$ cat src/rtl/mcu_spi_bridge_if.sv
// mcu_spi_bridge_if: request/return bus between the SPI bridge and the PSRAM controller
interface mcu_spi_bridge_if #(
    parameter int ADDR_W = 23
);
    logic              cmd_valid;
    logic              cmd_ready;
    logic              cmd_write;
    logic [ADDR_W-1:0] cmd_addr;
    logic [7:0]        cmd_wdata;
    logic [7:0]        rd_data;
    logic              rd_valid;
    modport master (output cmd_valid, cmd_write, cmd_addr, cmd_wdata, input cmd_ready, rd_data, rd_valid);
    modport slave  (input cmd_valid, cmd_write, cmd_addr, cmd_wdata, output cmd_ready, rd_data, rd_valid);
endinterface

$ cat src/rtl/mcu_spi_bridge.sv
// mcu_spi_bridge: SPI mode-0 slave turning MCU read/write frames into PSRAM requests.
// Defining MCU_SPI_STATUS_EN adds command 0x05 (read and clear the sticky error flags).
module mcu_spi_bridge #(
    parameter int SYNC_STAGES = 2,
    parameter int ADDR_W      = 23
) (
    input  logic             SYS_CLK,
    input  logic             SYS_RSTn,
    input  logic             MCU_SPI_SCLK,
    input  logic             MCU_SPI_CS,
    input  logic             MCU_SPI_MOSI,
    output logic             MCU_SPI_MISO,
    output logic             overrun,
    output logic             underrun,
    mcu_spi_bridge_if.master psram
);
    typedef enum logic [2:0] {
        IDLE, CMD, ADDR, WDATA, RDUMMY, RDATA, DROP
`ifdef MCU_SPI_STATUS_EN
        , STAT
`endif
    } state_t;

    state_t                 state, state_nx;
    logic [SYNC_STAGES-1:0] sclk_sync, cs_sync, mosi_sync;
    logic                   sclk_q, cs_q, sclk_s, cs_s, mosi_s;
    logic                   active, rise, fall, cs_fall, byte_done;
    logic                   boundary, addr_done, wr_done, pending, hs, rd_req;
    logic [2:0]             bit_cnt;
    logic [1:0]             byte_cnt, flush;
    logic                   armed, is_read, pref_vld, miso_q;
    logic [6:0]             shift_in;
    logic [7:0]             byte_in, miso_sr, pref;
    logic [ADDR_W-2:0]      addr_sr;
    logic [ADDR_W-1:0]      addr, addr_new, addr_inc;

    // Edge and byte-boundary decode; SCLK is only honoured inside a frame
    assign sclk_s    = sclk_sync[SYNC_STAGES-1];
    assign cs_s      = cs_sync[SYNC_STAGES-1];
    assign mosi_s    = mosi_sync[SYNC_STAGES-1];
    assign active    = ~cs_s & (state != IDLE);
    assign rise      = active & sclk_s & ~sclk_q;
    assign fall      = active & ~sclk_s & sclk_q;
    assign cs_fall   = armed & cs_q & ~cs_s;
    assign byte_done = rise & (bit_cnt == 3'd7);
    assign byte_in   = {shift_in, mosi_s};
    assign addr_new  = {addr_sr, mosi_s};
    assign addr_inc  = addr + ADDR_W'(1);
    assign addr_done = byte_done & (state == ADDR) & (byte_cnt == 2'd2);
    assign boundary  = byte_done & (state == RDUMMY || state == RDATA);
    assign wr_done   = byte_done & (state == WDATA);
    assign hs        = psram.cmd_valid & psram.cmd_ready;
    assign pending   = psram.cmd_valid & ~psram.cmd_ready;
    assign rd_req    = ~pending & ((addr_done & is_read) | boundary);
    assign MCU_SPI_MISO = miso_q & ~MCU_SPI_CS;

    // Pin synchronisers plus one extra tap for edge detection
    always_ff @(posedge SYS_CLK or negedge SYS_RSTn)
        if (!SYS_RSTn) begin
            sclk_sync <= '0;
            cs_sync   <= '1;
            mosi_sync <= '0;
            sclk_q    <= 1'b0;
            cs_q      <= 1'b1;
        end else begin
            sclk_sync <= {sclk_sync[SYNC_STAGES-2:0], MCU_SPI_SCLK};
            cs_sync   <= {cs_sync[SYNC_STAGES-2:0], MCU_SPI_CS};
            mosi_sync <= {mosi_sync[SYNC_STAGES-2:0], MCU_SPI_MOSI};
            sclk_q    <= sclk_s;
            cs_q      <= cs_s;
        end

    // State register
    always_ff @(posedge SYS_CLK or negedge SYS_RSTn)
        if (!SYS_RSTn) state <= IDLE;
        else state <= state_nx;

    // Frame sequencing; CS high always forces IDLE
    always_comb begin
        state_nx = state;
        case (state)
            IDLE:    if (cs_fall) state_nx = CMD;
            CMD:
                if (byte_done)
`ifdef MCU_SPI_STATUS_EN
                    state_nx = (byte_in == 8'h02 || byte_in == 8'h03) ? ADDR : (byte_in == 8'h05 ? STAT : DROP);
`else
                    state_nx = (byte_in == 8'h02 || byte_in == 8'h03) ? ADDR : DROP;
`endif
            ADDR:    if (addr_done) state_nx = is_read ? RDUMMY : WDATA;
            RDUMMY:  if (byte_done) state_nx = RDATA;
`ifdef MCU_SPI_STATUS_EN
            STAT:    if (byte_done) state_nx = DROP;
`endif
            default: ;
        endcase
        if (cs_s) state_nx = IDLE;
    end

    // Shifters, counters, request port and sticky flags; a frame only starts after CS was seen high post-reset
    always_ff @(posedge SYS_CLK or negedge SYS_RSTn)
        if (!SYS_RSTn) begin
            flush           <= '0;
            armed           <= 1'b0;
            bit_cnt         <= '0;
            byte_cnt        <= '0;
            shift_in        <= '0;
            addr_sr         <= '0;
            addr            <= '0;
            is_read         <= 1'b0;
            miso_sr         <= '0;
            miso_q          <= 1'b0;
            pref            <= '0;
            pref_vld        <= 1'b0;
            overrun         <= 1'b0;
            underrun        <= 1'b0;
            psram.cmd_valid <= 1'b0;
            psram.cmd_write <= 1'b0;
            psram.cmd_addr  <= '0;
            psram.cmd_wdata <= '0;
        end else begin
            if (flush != 2'd3) flush <= flush + 2'd1;
            armed <= armed | (cs_s & (flush == 2'd3));
            if (hs) psram.cmd_valid <= 1'b0;
            if (cs_s) begin
                bit_cnt  <= '0;
                byte_cnt <= '0;
                miso_sr  <= '0;
                miso_q   <= 1'b0;
            end
            if (rise) begin
                bit_cnt  <= bit_cnt + 3'd1;
                shift_in <= byte_in[6:0];
                addr_sr  <= addr_new[ADDR_W-2:0];
            end
            if (fall) begin
                miso_q  <= miso_sr[7];
                miso_sr <= {miso_sr[6:0], 1'b0};
            end
            if (byte_done && state == CMD) is_read <= byte_in == 8'h03;
            if (byte_done && state == ADDR) byte_cnt <= byte_cnt + 2'd1;
            if (addr_done) addr <= addr_new;
            if (state != RDUMMY && state != RDATA) pref_vld <= 1'b0;
            else if (psram.rd_valid) begin
                pref     <= psram.rd_data;
                pref_vld <= 1'b1;
            end
            if (boundary) begin
                miso_sr  <= pref_vld ? pref : 8'hFF;
                pref_vld <= 1'b0;
                addr     <= addr_inc;
                if (!pref_vld) underrun <= 1'b1;
            end
            if (rd_req) begin
                psram.cmd_valid <= 1'b1;
                psram.cmd_write <= 1'b0;
                psram.cmd_addr  <= addr_done ? addr_new : addr_inc;
            end
            if (wr_done) begin
                if (pending) overrun <= 1'b1;
                else begin
                    psram.cmd_valid <= 1'b1;
                    psram.cmd_write <= 1'b1;
                    psram.cmd_addr  <= addr;
                    psram.cmd_wdata <= byte_in;
                    addr            <= addr_inc;
                end
            end
`ifdef MCU_SPI_STATUS_EN
            if (byte_done && state == CMD && byte_in == 8'h05) miso_sr <= {6'b0, underrun, overrun};
            if (byte_done && state == STAT) begin
                overrun  <= 1'b0;
                underrun <= 1'b0;
            end
`endif
        end
endmodule
$ cat src/flat_wrapper.sv
// flat-port wrapper written by rule: the top's interface ports become plain ports
module mcu_spi_bridge_flat 
#(
    parameter int SYNC_STAGES = 2,
    parameter int ADDR_W      = 23
)
  (SYS_CLK, SYS_RSTn, MCU_SPI_SCLK, MCU_SPI_CS, MCU_SPI_MOSI, MCU_SPI_MISO, overrun, underrun, psram_cmd_valid, psram_cmd_write, psram_cmd_addr, psram_cmd_wdata, psram_cmd_ready, psram_rd_data, psram_rd_valid);
  mcu_spi_bridge_if #(.ADDR_W(ADDR_W)) psram_i ();
  input  logic SYS_CLK;
  input  logic SYS_RSTn;
  input  logic MCU_SPI_SCLK;
  input  logic MCU_SPI_CS;
  input  logic MCU_SPI_MOSI;
  output logic MCU_SPI_MISO;
  output logic overrun;
  output logic underrun;
  output wire logic [$bits(psram_i.cmd_valid)-1:0] psram_cmd_valid;
  output wire logic [$bits(psram_i.cmd_write)-1:0] psram_cmd_write;
  output wire logic [$bits(psram_i.cmd_addr)-1:0] psram_cmd_addr;
  output wire logic [$bits(psram_i.cmd_wdata)-1:0] psram_cmd_wdata;
  input wire logic [$bits(psram_i.cmd_ready)-1:0] psram_cmd_ready;
  input wire logic [$bits(psram_i.rd_data)-1:0] psram_rd_data;
  input wire logic [$bits(psram_i.rd_valid)-1:0] psram_rd_valid;
  assign psram_cmd_valid = psram_i.cmd_valid;
  assign psram_cmd_write = psram_i.cmd_write;
  assign psram_cmd_addr = psram_i.cmd_addr;
  assign psram_cmd_wdata = psram_i.cmd_wdata;
  assign psram_i.cmd_ready = psram_cmd_ready;
  assign psram_i.rd_data = psram_rd_data;
  assign psram_i.rd_valid = psram_rd_valid;
  mcu_spi_bridge #(.SYNC_STAGES(SYNC_STAGES), .ADDR_W(ADDR_W)) u_core (.SYS_CLK(SYS_CLK), .SYS_RSTn(SYS_RSTn), .MCU_SPI_SCLK(MCU_SPI_SCLK), .MCU_SPI_CS(MCU_SPI_CS), .MCU_SPI_MOSI(MCU_SPI_MOSI), .MCU_SPI_MISO(MCU_SPI_MISO), .overrun(overrun), .underrun(underrun), .psram(psram_i));
endmodule
$ cat config.mk
export PLATFORM = sky130hd
export DESIGN_NAME = mcu_spi_bridge_flat
export DESIGN_NICKNAME = d
export VERILOG_FILES = /design/src/rtl/mcu_spi_bridge_if.sv /design/src/rtl/mcu_spi_bridge.sv /design/src/flat_wrapper.sv
export SDC_FILE = /design/constraint.sdc
export NUM_CORES = 1
export LEC_CHECK = 0
export CAP_MARGIN = 20
export CORE_MARGIN = 4
export CORE_UTILIZATION = 40
export DETAILED_ROUTE_END_ITERATION = 8
export SETUP_SLACK_MARGIN = 0.02
export SLEW_MARGIN = 5
export SYNTH_ARGS = -nofsm -noshare
export SYNTH_HDL_FRONTEND = slang
export SYNTH_SLANG_ARGS = --single-unit
export TNS_END_PERCENT = 20
$ cat constraint.sdc
create_clock -name SYS_CLK -period 2.8 [get_ports SYS_CLK]
set_input_delay 0.56 -clock SYS_CLK [delete_from_list [all_inputs] [get_ports SYS_CLK]]
set_output_delay 0.56 -clock SYS_CLK [all_outputs]
set_load 0.03 [all_outputs]
==> reports/summary.txt <==
LAYOUT
----------------------------------------------------------------------------------------------------
NumNets Final .........................................................................          636
Layout-stage area growth over the synthesis result ....................................       21.97%
Antenna diode instance count ..........................................................            0
Post-route cell area ..................................................................     7008 um2
Fraction of layout instances using a drive strength above 1 ...........................       15.42%

PLACE
----------------------------------------------------------------------------------------------------
Number of port buffers ................................................................           50
RePlAce Congestion ....................................................................       0.8871
Estimated wirelength of the detail-placed design ......................................      9650 um
Post-detailed-placement cell area .....................................................     6490 um2

CLOCKING
----------------------------------------------------------------------------------------------------
Total setup buffers inserted after CTS ................................................            0
CTS Buffer Depth ......................................................................            2
Number of buffers created by CTS ......................................................           17
Hold Buf Count CTS ....................................................................            0
Root buffer cell ...................................................................... sky130_fd_sc_hd__clkbuf_16
Number of gates resized after CTS .....................................................            0
CTS sink cnt ..........................................................................          118
Clock-pin slew reported for the worst setup and hold paths after clock tree synthesis .      0.05 ns
Clock insertion delay at the later pin of the skew report .............................      0.41 ns
Max H-tree Level ......................................................................            4
Clock tree from TritonCTS .............................................................          yes

SETUP PATH
----------------------------------------------------------------------------------------------------
Register-to-register setup slack ......................................................      0.52 ns
Crit-path max FO ......................................................................            2
Data required time of the critical path ...............................................      2.24 ns
Startpoint of the lowest-slack register-to-register path .............................. u_core.addr[0]
Worst setup path startpoint ...........................................................   MCU_SPI_CS
Signal arrival time at the worst endpoint .............................................      1.77 ns
Category of the most critical setup path .............................................. input pin to output port
Crit path launch type .................................................................    input pin
Endpoint type of the worst setup path .................................................  output port
Worst reg2reg path depth ..............................................................            7

FLOORPLAN
----------------------------------------------------------------------------------------------------
Width of the die ......................................................................     127.9 um
Overall die area ......................................................................   16,350 um2
Number of ports placed on the die boundary ............................................           51
Total number of placement rows ........................................................           43
Core Region ...........................................................................   13,990 um2
Die H .................................................................................     127.9 um
Initial Utilization ...................................................................       41.07%

GLOBAL ROUTE
----------------------------------------------------------------------------------------------------
Antenna violations before repair ......................................................            0
Largest net degree at the start of global routing .....................................           42
Global-route congestion overflow total ................................................            0
Global-route usage over all layers ....................................................       18.40%
Wire length of the first global-routing pass ..........................................    23,790 um
Number of global-route vias before repair .............................................        4,774

PWR
----------------------------------------------------------------------------------------------------
Combinational share of power ..........................................................         4.6%
Part of the power in registers ........................................................        47.1%
Switching share of total power ........................................................       21.88%
Maximum ir drop on the vdd rail .......................................................    0.3977 mV
PnR Total Power .......................................................................     3.939 mW
Net switching power ...................................................................    0.8617 mW
Cell area power density ............................................................... 562.0 nW/um2
Clock network fraction of design power ................................................        48.3%
Cell leakage power ....................................................................     3.046 nW
Internal power ........................................................................     3.077 mW

ROUTE
----------------------------------------------------------------------------------------------------
Antenna-violating nets left ...........................................................            0
Drt total wl ..........................................................................    14,090 um
Drt wl/cell ...........................................................................     17.42 um
Drt drc ...............................................................................            0
Avg Vias per Cell .....................................................................        5.663
Number of detailed-route iterations in the first pass .................................            5
Initial DRC count .....................................................................          260
Vias post-DR ..........................................................................        4,581

SYNTHESIS
----------------------------------------------------------------------------------------------------
Share of async-settable or async-resettable flops after synthesis .....................       100.0%
Average footprint of a synthesized cell ...............................................    10.22 um2
Cell accounting for the most synthesized area ......................................... sky130_fd_sc_hd__dfrtp_1
Post-synth EDFFs ......................................................................            0
Netlist area before placement .........................................................     5746 um2
Post-synth top flop ................................................................... sky130_fd_sc_hd__dfrtp_1
Post-synthesis cell count .............................................................          562
Top cell type's share of synthesized area .............................................       50.09%
Synth Net Count .......................................................................          582
Number of synthesized register bits ...................................................          118
Sequential cell area fraction in the yosys report .....................................       51.46%
Count of different cell masters after synthesis .......................................           57
Most repeated cell in the gate-level netlist after synthesis .......................... sky130_fd_sc_hd__dfrtp_1
Most area-consuming cells after synthesis ............................................. sky130_fd_sc_hd__dfrtp_1 (50%), sky130_fd_sc_hd__mux2_2 (6.1%), sky130_fd_sc_hd__nand2_1 (4.5%), sky130_fd_sc_hd__a221o_1 (3.0%), sky130_fd_sc_hd__a21oi_1 (2.6%)
Number of warnings issued by yosys ....................................................            0
List of most frequent post-synthesis cells ............................................ sky130_fd_sc_hd__dfrtp_1 (115), sky130_fd_sc_hd__nand2_1 (69), sky130_fd_sc_hd__nor2_1 (39)

STA
----------------------------------------------------------------------------------------------------
Ratio of final minimum period to clock period .........................................       83.24%
Number of hold violations in the final report .........................................            0
Largest clock skew in the final design ................................................  0.005986 ns
Max Clk Rate ..........................................................................    429.1 MHz
Unrepaired setup endpoints after global routing .......................................        false
Headroom to the max-slew limit ........................................................       49.18%
Final number of max-transition violations .............................................            0
Final setup viols .....................................................................            0
Total negative slack ..................................................................         0 ns
Period minus WS final .................................................................     2.331 ns
Actual slew at the worst max-slew pin .................................................    0.7554 ns

OUTCOME
----------------------------------------------------------------------------------------------------
Run status ............................................................................ complete, no violations

HOLD PATH
----------------------------------------------------------------------------------------------------
Hold crit path type ................................................................... input pin to async pin

JOB
----------------------------------------------------------------------------------------------------
Reported max-cap violation count ......................................................            0

-- worst max path at each step --
stage	end	slack, ns
global route	register	0.35
detailed placement	register	0.33
floorplan	u_core.addr[10]	0.62
finish	MCU_SPI_MISO	0.47
global placement	register	0.40
CTS	MCU_SPI_MISO	0.46
-- final cells by class --
type	instances	area [um2]
Fill cell	1277	6980
Inverter	9	33.78
Sequential cell	118	2957
Clock inverter	5	25.02
Clock buffer	27	493.0
Tap cell	180	225.2
Timing Repair Buffer	77	725.7
Multi-Input combinational cell	393	2549
-- stage by stage --
step	util (%)	hold slack (ns)	cells	setup WS (ns)
detailed placement	46.40	0.3364	777	0.3313
global placement	46.40	0.3367	777	0.4006
CTS	50.10	0.1606	809	0.4614
global route	50.10	0.1825	809	0.3498
finish	50.10	0.1419	809	0.4693
floorplan	-	0.2644	562	0.6236
-- layout by cell type, fill, tap and decap left out, drive strengths merged, types with 5 or more instances in the layout --
master,synthesis,routed
nor2,39,39
nand2b,8,8
clkdlybuf4s50,0,49
a31oi,5,5
mux2,31,31
and4,5,5
nand4,5,5
a221o,17,17
o21ai,29,29
a22oi,5,5
or3,8,8
a21oi,30,30
o31ai,5,5
a311oi,13,13
o21a,10,10
dfrtp,115,115
nand2,69,69
nor3,9,9
o22ai,8,8
clkbuf,22,27
nand3,22,22
xnor2,6,6
clkinv,0,5
nor4,6,6
a211oi,10,10
buf,20,28
ha,5,5
inv,9,9
-- power by group through the flow --
stage | Clock, mW | Combinational, mW | Sequential (mW)
floorplan | 0 | 0.112 | 1.85
global placement | 0 | 0.182 | 1.88
detailed placement | 0 | 0.187 | 1.88
CTS | 1.94 | 0.190 | 1.85
global route | 2.04 | 0.209 | 1.87
finish | 1.90 | 0.183 | 1.85
-- kinds of logic (layout without fill, tap and decap cells) --
logic type	after synthesis	count (layout)	synth area share (%)
compound gates	151	151	18.29
xor+xnor	9	9	1.372
fa+ha+maj	5	5	1.089
buf+inv	51	118	4.181
flops	118	118	51.46
mux	34	34	6.598
simple gates	194	194	17.01
-- worst max-delay path, stage by stage --
cell,delay (ns)
sky130_fd_sc_hd__clkdlybuf4s50_1,0.42
sky130_fd_sc_hd__nor2b_1,0.12
sky130_fd_sc_hd__clkdlybuf4s50_1,0.68
-- routing by layer --
| metal | up-vias | part of all wire, % | global-route usage (%) |
|---|---|---|---|
| li1 | 2190 | - | - |
| met1 | 2228 | 43 | 23.06 |
| met2 | 133 | 48 | 29.73 |
| met3 | 30 | 6.9 | 5.250 |
| met4 | 0 | 2.0 | 7.990 |
| met5 | - | 0 | 0 |
Note: power is estimated with default switching activity, not from simulation.
